[src/rtl/ctrl_pkg.sv]
// Shared control definitions: FSM state encodings, instruction field
// constants, ALU function codes and the decoded instruction class.
package ctrl_pkg;

  typedef enum logic [2:0] {
    ST_IDLE   = 3'd0,
    ST_FETCH  = 3'd1,
    ST_DECODE = 3'd2,
    ST_EXEC   = 3'd3,
    ST_MEM    = 3'd4,
    ST_WB     = 3'd5,
    ST_TRAP   = 3'd6
  } state_t;

  // Instruction class latched in DECODE; CLS_NONE doubles as "unsupported".
  typedef enum logic [2:0] {
    CLS_NONE  = 3'd0,
    CLS_RTYPE = 3'd1,
    CLS_LW    = 3'd2,
    CLS_SW    = 3'd3,
    CLS_ADDI  = 3'd4,
    CLS_ANDI  = 3'd5,
    CLS_ORI   = 3'd6
  } class_t;

  localparam logic [5:0] OP_RTYPE = 6'b000000;
  localparam logic [5:0] OP_LW    = 6'b100011;
  localparam logic [5:0] OP_SW    = 6'b101011;
  localparam logic [5:0] OP_ADDI  = 6'b001000;
  localparam logic [5:0] OP_ANDI  = 6'b001100;
  localparam logic [5:0] OP_ORI   = 6'b001101;

  localparam logic [5:0] FN_ADD = 6'b100000;
  localparam logic [5:0] FN_SUB = 6'b100010;
  localparam logic [5:0] FN_AND = 6'b100100;
  localparam logic [5:0] FN_OR  = 6'b100101;
  localparam logic [5:0] FN_SLT = 6'b101010;

  localparam logic [3:0] ALU_AND = 4'b0000;
  localparam logic [3:0] ALU_OR  = 4'b0001;
  localparam logic [3:0] ALU_ADD = 4'b0010;
  localparam logic [3:0] ALU_SUB = 4'b0110;
  localparam logic [3:0] ALU_SLT = 4'b0111;

  // Registered datapath controls, one bundle so they reset and load together.
  typedef struct packed {
    logic       ir_write;
    logic       pc_write;
    logic       reg_write;
    logic       mem_read;
    logic       mem_write;
    logic       mem_to_reg;
    logic       alu_src;
    logic       reg_dst;
    logic [3:0] alu_op;
    logic       instr_done;
  } ctrl_t;

  // Map raw instruction fields to a class; anything unsupported is CLS_NONE.
  function automatic class_t decode_class(input logic [5:0] opcode,
                                          input logic [5:0] funct);
    class_t cls;
    cls = CLS_NONE;
    case (opcode)
      OP_RTYPE: begin
        case (funct)
          FN_ADD, FN_SUB, FN_AND, FN_OR, FN_SLT: cls = CLS_RTYPE;
          default:                               cls = CLS_NONE;
        endcase
      end
      OP_LW:   cls = CLS_LW;
      OP_SW:   cls = CLS_SW;
      OP_ADDI: cls = CLS_ADDI;
      OP_ANDI: cls = CLS_ANDI;
      OP_ORI:  cls = CLS_ORI;
      default: cls = CLS_NONE;
    endcase
    return cls;
  endfunction

endpackage

[src/rtl/multicycle_control_if.sv]
// Instruction-in / controls-out bundle between the sequencer and its user.
interface multicycle_control_if;

  logic        run;
  logic [5:0]  opcode;
  logic [5:0]  funct;

  logic        IRWrite;
  logic        PCWrite;
  logic        RegWrite;
  logic        MemRead;
  logic        MemWrite;
  logic        MemtoReg;
  logic        ALUSrc;
  logic        RegDst;
  logic [3:0]  ALU_OP;
  logic [2:0]  state;
  logic        instr_done;
  logic        illegal;
  logic [15:0] instr_count;

  // Driver side: supplies run and the instruction fields, observes controls.
  modport master (
    output run, opcode, funct,
    input  IRWrite, PCWrite, RegWrite, MemRead, MemWrite, MemtoReg,
           ALUSrc, RegDst, ALU_OP, state, instr_done, illegal, instr_count
  );

  // Controller side.
  modport slave (
    input  run, opcode, funct,
    output IRWrite, PCWrite, RegWrite, MemRead, MemWrite, MemtoReg,
           ALUSrc, RegDst, ALU_OP, state, instr_done, illegal, instr_count
  );

endinterface

[src/rtl/alu_op_decoder.sv]
// Combinational map from the latched instruction class (and funct for
// R-type) to the 4-bit ALU function code.
module alu_op_decoder
  import ctrl_pkg::*;
(
  input  class_t     cls,
  input  logic [5:0] funct,
  output logic [3:0] alu_op
);

  // Memory ops and addi use add; logical immediates pick their own op.
  always_comb begin
    alu_op = ALU_AND;
    case (cls)
      CLS_LW, CLS_SW, CLS_ADDI: alu_op = ALU_ADD;
      CLS_ANDI:                 alu_op = ALU_AND;
      CLS_ORI:                  alu_op = ALU_OR;
      CLS_RTYPE: begin
        case (funct)
          FN_ADD:  alu_op = ALU_ADD;
          FN_SUB:  alu_op = ALU_SUB;
          FN_AND:  alu_op = ALU_AND;
          FN_OR:   alu_op = ALU_OR;
          FN_SLT:  alu_op = ALU_SLT;
          default: alu_op = ALU_AND;
        endcase
      end
      default: alu_op = ALU_AND;
    endcase
  end

endmodule

[src/rtl/multicycle_control.sv]
// Multicycle instruction sequencer: IDLE/FETCH/DECODE/EXEC/MEM/WB plus a
// sticky TRAP for unsupported instructions. All outputs are registered and
// derived from the next state and next latched class, so they behave as
// Moore outputs of the state register with no path from run/opcode/funct.
module multicycle_control
  import ctrl_pkg::*;
(
  input  logic               clk,
  input  logic               rst,
  multicycle_control_if.slave bus
);

  state_t      state_q, state_d;
  class_t      class_q, class_d;
  logic [5:0]  funct_q, funct_d;
  logic        illegal_q, illegal_d;
  logic [15:0] count_q, count_d;
  ctrl_t       ctrl_q, ctrl_d;

  class_t      dec_class;
  logic        final_state;
  logic        in_datapath;
  logic [3:0]  alu_op_next;

  // ALU function for the class/funct that will be held next cycle.
  alu_op_decoder u_alu_op_decoder (
    .cls    (class_d),
    .funct  (funct_d),
    .alu_op (alu_op_next)
  );

  // Next-state, class latch, counter and registered-output computation.
  always_comb begin
    // NOTE: every _d signal is given its hold value first so no branch can leave it unassigned and infer a latch.
    state_d   = state_q;
    class_d   = class_q;
    funct_d   = funct_q;
    illegal_d = illegal_q;
    count_d   = count_q;
    ctrl_d    = '0;

    dec_class   = decode_class(bus.opcode, bus.funct);
    final_state = (state_q == ST_WB) ||
                  ((state_q == ST_MEM) && (class_q == CLS_SW));

    case (state_q)
      ST_IDLE:   if (bus.run) state_d = ST_FETCH;
      ST_FETCH:  state_d = ST_DECODE;
      ST_DECODE: begin
        if (dec_class == CLS_NONE) begin
          state_d   = ST_TRAP;
          illegal_d = 1'b1;
        end else begin
          state_d = ST_EXEC;
          class_d = dec_class;
          funct_d = bus.funct;
        end
      end
      ST_EXEC: begin
        if ((class_q == CLS_LW) || (class_q == CLS_SW)) state_d = ST_MEM;
        else                                            state_d = ST_WB;
      end
      ST_MEM:  if (class_q == CLS_LW) state_d = ST_WB;
      ST_WB:   state_d = ST_WB;
      ST_TRAP: state_d = ST_TRAP;
      default: state_d = ST_IDLE;
    endcase

    // Retire: bump the counter and either fetch again or park in IDLE.
    if (final_state) begin
      count_d = count_q + 16'd1;
      state_d = bus.run ? ST_FETCH : ST_IDLE;
    end

    // Controls for the cycle spent in state_d, using the class held then.
    in_datapath = (state_d == ST_EXEC) || (state_d == ST_MEM) || (state_d == ST_WB);
    ctrl_d.ir_write  = (state_d == ST_FETCH);
    ctrl_d.pc_write  = (state_d == ST_FETCH);
    ctrl_d.reg_write = (state_d == ST_WB);
    ctrl_d.mem_read  = (state_d == ST_MEM) && (class_d == CLS_LW);
    ctrl_d.mem_write = (state_d == ST_MEM) && (class_d == CLS_SW);
    if (in_datapath) begin
      ctrl_d.alu_src    = (class_d != CLS_RTYPE);
      ctrl_d.reg_dst    = (class_d == CLS_RTYPE);
      ctrl_d.mem_to_reg = (class_d == CLS_LW);
      ctrl_d.alu_op     = alu_op_next;
    end
    ctrl_d.instr_done = (state_d == ST_WB) ||
                        ((state_d == ST_MEM) && (class_d == CLS_SW));
  end

  // State register with synchronous active-low reset.
  always_ff @(posedge clk) begin
    // NOTE: sequential state uses non-blocking assignments so every flop samples pre-edge values.
    if (!rst) begin
      state_q   <= ST_IDLE;
      class_q   <= CLS_NONE;
      funct_q   <= '0;
      illegal_q <= 1'b0;
      count_q   <= '0;
      ctrl_q    <= '0;
    end else begin
      state_q   <= state_d;
      class_q   <= class_d;
      funct_q   <= funct_d;
      illegal_q <= illegal_d;
      count_q   <= count_d;
      ctrl_q    <= ctrl_d;
    end
  end

  assign bus.IRWrite     = ctrl_q.ir_write;
  assign bus.PCWrite     = ctrl_q.pc_write;
  assign bus.RegWrite    = ctrl_q.reg_write;
  assign bus.MemRead     = ctrl_q.mem_read;
  assign bus.MemWrite    = ctrl_q.mem_write;
  assign bus.MemtoReg    = ctrl_q.mem_to_reg;
  assign bus.ALUSrc      = ctrl_q.alu_src;
  assign bus.RegDst      = ctrl_q.reg_dst;
  assign bus.ALU_OP      = ctrl_q.alu_op;
  assign bus.instr_done  = ctrl_q.instr_done;
  assign bus.state       = state_q;
  assign bus.illegal     = illegal_q;
  assign bus.instr_count = count_q;

endmodule

[src/flat_wrapper.sv]
// flat-port wrapper written by rule: the top's interface ports become plain ports
module multicycle_control_flat import ctrl_pkg::*;
  (clk, rst, bus_run, bus_opcode, bus_funct, bus_IRWrite, bus_PCWrite, bus_RegWrite, bus_MemRead, bus_MemWrite, bus_MemtoReg, bus_ALUSrc, bus_RegDst, bus_ALU_OP, bus_state, bus_instr_done, bus_illegal, bus_instr_count);
  multicycle_control_if bus_i ();
  input  logic clk;
  input  logic rst;
  input wire logic [$bits(bus_i.run)-1:0] bus_run;
  input wire logic [$bits(bus_i.opcode)-1:0] bus_opcode;
  input wire logic [$bits(bus_i.funct)-1:0] bus_funct;
  output wire logic [$bits(bus_i.IRWrite)-1:0] bus_IRWrite;
  output wire logic [$bits(bus_i.PCWrite)-1:0] bus_PCWrite;
  output wire logic [$bits(bus_i.RegWrite)-1:0] bus_RegWrite;
  output wire logic [$bits(bus_i.MemRead)-1:0] bus_MemRead;
  output wire logic [$bits(bus_i.MemWrite)-1:0] bus_MemWrite;
  output wire logic [$bits(bus_i.MemtoReg)-1:0] bus_MemtoReg;
  output wire logic [$bits(bus_i.ALUSrc)-1:0] bus_ALUSrc;
  output wire logic [$bits(bus_i.RegDst)-1:0] bus_RegDst;
  output wire logic [$bits(bus_i.ALU_OP)-1:0] bus_ALU_OP;
  output wire logic [$bits(bus_i.state)-1:0] bus_state;
  output wire logic [$bits(bus_i.instr_done)-1:0] bus_instr_done;
  output wire logic [$bits(bus_i.illegal)-1:0] bus_illegal;
  output wire logic [$bits(bus_i.instr_count)-1:0] bus_instr_count;
  assign bus_i.run = bus_run;
  assign bus_i.opcode = bus_opcode;
  assign bus_i.funct = bus_funct;
  assign bus_IRWrite = bus_i.IRWrite;
  assign bus_PCWrite = bus_i.PCWrite;
  assign bus_RegWrite = bus_i.RegWrite;
  assign bus_MemRead = bus_i.MemRead;
  assign bus_MemWrite = bus_i.MemWrite;
  assign bus_MemtoReg = bus_i.MemtoReg;
  assign bus_ALUSrc = bus_i.ALUSrc;
  assign bus_RegDst = bus_i.RegDst;
  assign bus_ALU_OP = bus_i.ALU_OP;
  assign bus_state = bus_i.state;
  assign bus_instr_done = bus_i.instr_done;
  assign bus_illegal = bus_i.illegal;
  assign bus_instr_count = bus_i.instr_count;
  multicycle_control u_core (.clk(clk), .rst(rst), .bus(bus_i));
endmodule
[config.mk]
export PLATFORM = sky130hd
export DESIGN_NAME = multicycle_control_flat
export DESIGN_NICKNAME = d
export VERILOG_FILES = /design/src/rtl/ctrl_pkg.sv /design/src/rtl/multicycle_control_if.sv /design/src/rtl/alu_op_decoder.sv /design/src/rtl/multicycle_control.sv /design/src/flat_wrapper.sv
export SDC_FILE = /design/constraint.sdc
export NUM_CORES = 1
export LEC_CHECK = 0
export ABC_AREA = 1
export CAP_MARGIN = 20
export CELL_PAD_IN_SITES_DETAIL_PLACEMENT = 1
export CELL_PAD_IN_SITES_GLOBAL_PLACEMENT = 1
export CORE_ASPECT_RATIO = 1.1
export CORE_UTILIZATION = 36
export CTS_BUF_LIST = sky130_fd_sc_hd__clkbuf_4 sky130_fd_sc_hd__clkbuf_8
export CTS_CLUSTER_SIZE = 16
export DETAILED_ROUTE_END_ITERATION = 12
export PLACE_DENSITY_LB_ADDON = 0.2
export SKIP_CTS_REPAIR_TIMING = 1
export SLEW_MARGIN = 20
export SYNTH_ARGS = -nofsm -noshare
export SYNTH_HDL_FRONTEND = slang
export SYNTH_HIERARCHICAL = 1
export SYNTH_SLANG_ARGS = --single-unit
[constraint.sdc]
create_clock -name clk -period 2.6 [get_ports clk]
set_clock_uncertainty 0.2 [all_clocks]
set_input_delay 0.52 -clock clk [delete_from_list [all_inputs] [get_ports clk]]
set_output_delay 0.52 -clock clk [all_outputs]
set_load 0.01 [all_outputs]
==> run summary <==
The flow ran to the end, and the final reports show no timing, DRC or antenna violations. In the finished design, the share of the clock period the worst path needs comes to 0.930. The global-route wire length before repair came out at about 9700 µm. For this run, design rule violations remaining after detail routing come to 0. Averaged over all synthesized cells, the footprint is approximately 6.4 µm². By instance count, the leading cell after synthesis is sky130_fd_sc_hd__inv_1. The number of distinct library cell variants in the gate-level netlist after synthesis is 29. The number of levels in the clock H-tree came out at 2. The clock transition at the registers of the reported paths is around 0.080 ns. The routed length per instance is 13.0 µm. The iteration-0 DRC count of the detailed router is 47.

The most instantiated flip-flop cell in the synthesis netlist is sky130_fd_sc_hd__dfxtp_1. The die outline area came out at a little over 6000 µm². The leading area contributor after synthesis is sky130_fd_sc_hd__dfxtp_1. For this run, the post-layout net count is around 410. The proportion of netlist area held by the largest area contributor is 0.387. The class of the tightest hold or removal check is reg -> reg. The minimum period implied by the final worst setup slack came out at between 2 and 2.5 ns.

The number of pins with negative max-slew slack in the final report was 0. The hold violation count in the final report was 0. The TritonCTS buffer count is 5. The count of buffers added on input and output ports is 47. The via count of the routed design is around 2.2k. The classification of the worst setup path is in -> reg. Entering global routing, the biggest net connects 14 pins. The arrival time of the worst setup path came out at approximately 2.5 ns. Synthesis produced approximately 330 cells.

The length of the first detailed-routing pass in iterations is 4. The instance area after placement is between 2000 and 3000 µm². Global routing finished with a remaining overflow of 0. The die width came out at roughly 75 µm. The number of antenna violations at the first check in global routing was 0. By count the netlist is led by 64 x sky130_fd_sc_hd__inv_1, 63 x sky130_fd_sc_hd__nand2_1, 54 x sky130_fd_sc_hd__nor2_1. In this run, synthesis produced a sequential element count of 41. The worst-path maximum fanout came out at 6. The power density normalized to cell area is just under 500 nW/µm².

The largest voltage drop on the vdd net is ~220 µV. The number of flops mapped to enable cells by yosys came out at 0. The share of the Yosys chip area taken by registers is 0.387. The number of nets in the synthesized netlist is 345.

The antenna cell count is 0. The count of max-cap constraint violations is 0. The overall global routing resource usage came out at 0.207. After detailed routing, the total wire length is between 6000 and 7000 µm. The async set-or-reset flop fraction in the synthesized netlist came out at 0. The final-report setup violation count came out at 0. Ranked by total cell area, the synthesized netlist is headed by sky130_fd_sc_hd__dfxtp_1 39%, sky130_fd_sc_hd__inv_1 11%, sky130_fd_sc_hd__nand2_1 11%, sky130_fd_sc_hd__nor2_1 9.6%, sky130_fd_sc_hd__nand3_1 5.7%.

The area growth from synthesis to layout is 43.2%. The number of rows created at floorplan is 28. The type of element launching the critical path is a primary input.

The maximum clock rate came out at 414 MHz. The placed wire-length estimate after detailed placement came out at approximately 4500 µm. The leakage power total is 1.45 nW. The core outline area came out at 5540 µm². Using the TritonRoute via totals, the vias-per-cell ratio works out to between 4 and 5. At the worst endpoint, the required time is 2.63 ns.

The final hold slack is roughly 0.25 ns. The initial core utilization came out at 0.383. The height of the die is approximately 83 µm.

Yosys printed 6 warnings. The startpoint of the tightest hold check path is u_core/bus.illegal. The synthesized area is 2120 µm².

STA classifies the critical path endpoint as a register. The clock root buffer master is sky130_fd_sc_hd__clkbuf_8. The sum of internal, switching and leakage power is about 1.5 mW. The remaining antenna violation count after routing came out at 0. The number of buffers on the longest clock path is 2. The launching point of the worst reg2reg path is u_core/bus.state[1]. Routability-driven placement finished with a final weighted congestion of between 0.7 and 0.8.

The number of clock sinks came out at a little over 40. The share of post-route cells with drive strength above 1 came out at 0.146. At the later pin of the worst-skew pair, clock insertion delay measures around 0.29 ns. TritonCTS built the clock tree. The origin of the worst setup path is bus_funct[0]. The count of pins on the block boundary came out at 48. The finished cells cover just over 3000 µm².

The number of global-route vias before repair is ~2.2k.
critical path, stage by stage:
cell                              delay, ns
sky130_fd_sc_hd__clkdlybuf4s50_1       0.49
sky130_fd_sc_hd__nor2_1                0.05
sky130_fd_sc_hd__nor2_1                0.12
sky130_fd_sc_hd__nor2_2                0.07
sky130_fd_sc_hd__nand2_2               0.08
sky130_fd_sc_hd__nand3_4               0.10
sky130_fd_sc_hd__nand2_4               0.12
sky130_fd_sc_hd__buf_4                 0.11
sky130_fd_sc_hd__nand2_1               0.05
sky130_fd_sc_hd__o21ai_1               0.11
sky130_fd_sc_hd__inv_1                 0.10
sky130_fd_sc_hd__nor3_2                0.20
sky130_fd_sc_hd__and3_1                0.19
sky130_fd_sc_hd__inv_1                 0.04
sky130_fd_sc_hd__nor2_1                0.09
placed cells by master (no fill, tap or decap), types with 2 or more instances in the layout:
master and n:
sky130_fd_sc_hd__o21ai_0 9, sky130_fd_sc_hd__buf_4 19, sky130_fd_sc_hd__nor4_1 2, sky130_fd_sc_hd__nor2_4 3, sky130_fd_sc_hd__nor3_1 11, sky130_fd_sc_hd__dfxtp_1 41
sky130_fd_sc_hd__nand4_1 3, sky130_fd_sc_hd__nor2_2 10, sky130_fd_sc_hd__xor2_1 3, sky130_fd_sc_hd__nand3_2 3, sky130_fd_sc_hd__nand3_1 21, sky130_fd_sc_hd__nor3_2 3
sky130_fd_sc_hd__o21ai_1 6, sky130_fd_sc_hd__inv_1 64, sky130_fd_sc_hd__xnor2_1 3, sky130_fd_sc_hd__dlymetal6s2s_1 9, sky130_fd_sc_hd__nor2_1 46, sky130_fd_sc_hd__nand2_1 61
sky130_fd_sc_hd__nand2_2 6, sky130_fd_sc_hd__clkbuf_8 5, sky130_fd_sc_hd__bufinv_16 2, sky130_fd_sc_hd__clkdlybuf4s50_1 38, sky130_fd_sc_hd__a21oi_1 17
state kept, by name, indices dropped and copies added, names as in the netlist:
signal / cells
u_core/bus.MemRead: 1
u_core/bus.instr_count: 16
u_core/bus.ALU_OP: 4
u_core/bus.RegWrite: 1
u_core/class_q: 3
u_core/funct_q: 6
u_core/bus.ALUSrc: 1
u_core/bus.illegal: 1
u_core/bus.PCWrite: 1
u_core/bus.RegDst: 1
u_core/bus.state: 3
u_core/bus.instr_done: 1
u_core/bus.MemWrite: 1
u_core/bus.MemtoReg: 1
power breakdown:
group	switching, mW	internal, mW
Combinational	0.127	0.103
Clock	0.231	0.382
Sequential	0.0155	0.646
Total	0.373	1.13
final timing paths:
path,endpoint,slack [ns],depth (start not counted)
setup / recovery,u_core/bus.ALU_OP[2],0.18,15
hold / removal,u_core/bus.illegal,0.25,2
setup reg to reg,u_core/bus.ALU_OP[2],0.46,9
hold reg to reg,u_core/bus.illegal,0.25,2
cell families (layout without fill, tap and decap cells):
kind of cell    Yosys count  in the layout  share of synthesized area
flops                    41             41                      0.387
xor+xnor                  6              6                     0.0248
other cells               1              1                    0.00177
simple gates            176            177                      0.372
compound gates           32             32                     0.0755
fa+ha+maj                 1              1                    0.00590
buf+inv                  72            140                      0.133
area by class of cell:
| type | instances | area [µm²] |
|---|---|---|
| clock buffers | 5 | 68.8 |
| well taps | 75 | 93.8 |
| fillers | 765 | 2500 |
| flip-flops and latches | 41 | 821 |
| multi-input cells | 217 | 1100 |
| inverters | 65 | 244 |
| repair buffers | 67 | 647 |
| clock inverters | 3 | 65.1 |
metrics by stage:
stage / worst slack (ns) / std cells / setup TNS [ns] / util
2_1_floorplan: 0.306 / 329 / 0 / -
3_3_place_gp: -0.377 / 461 / -1.93 / 0.501
3_5_place_dp: -0.459 / 461 / -2.79 / 0.501
4_1_cts: -0.156 / 469 / -0.384 / 0.525
5_1_grt: -0.0000651 / 473 / -0.0000651 / 0.549
6_report: 0.182 / 473 / 0 / 0.549
metal layers:
layer / vias up / track usage / part of all wire
met1: 1061 / 0.232 / 0.43
met2: 35 / 0.389 / 0.54
met5: - / 0 / 0
li1: 1140 / - / -
met3: 8 / 0.0425 / 0.024
met4: 0 / 0.0648 / 0.011
Note: power is estimated with default switching activity, not from simulation.
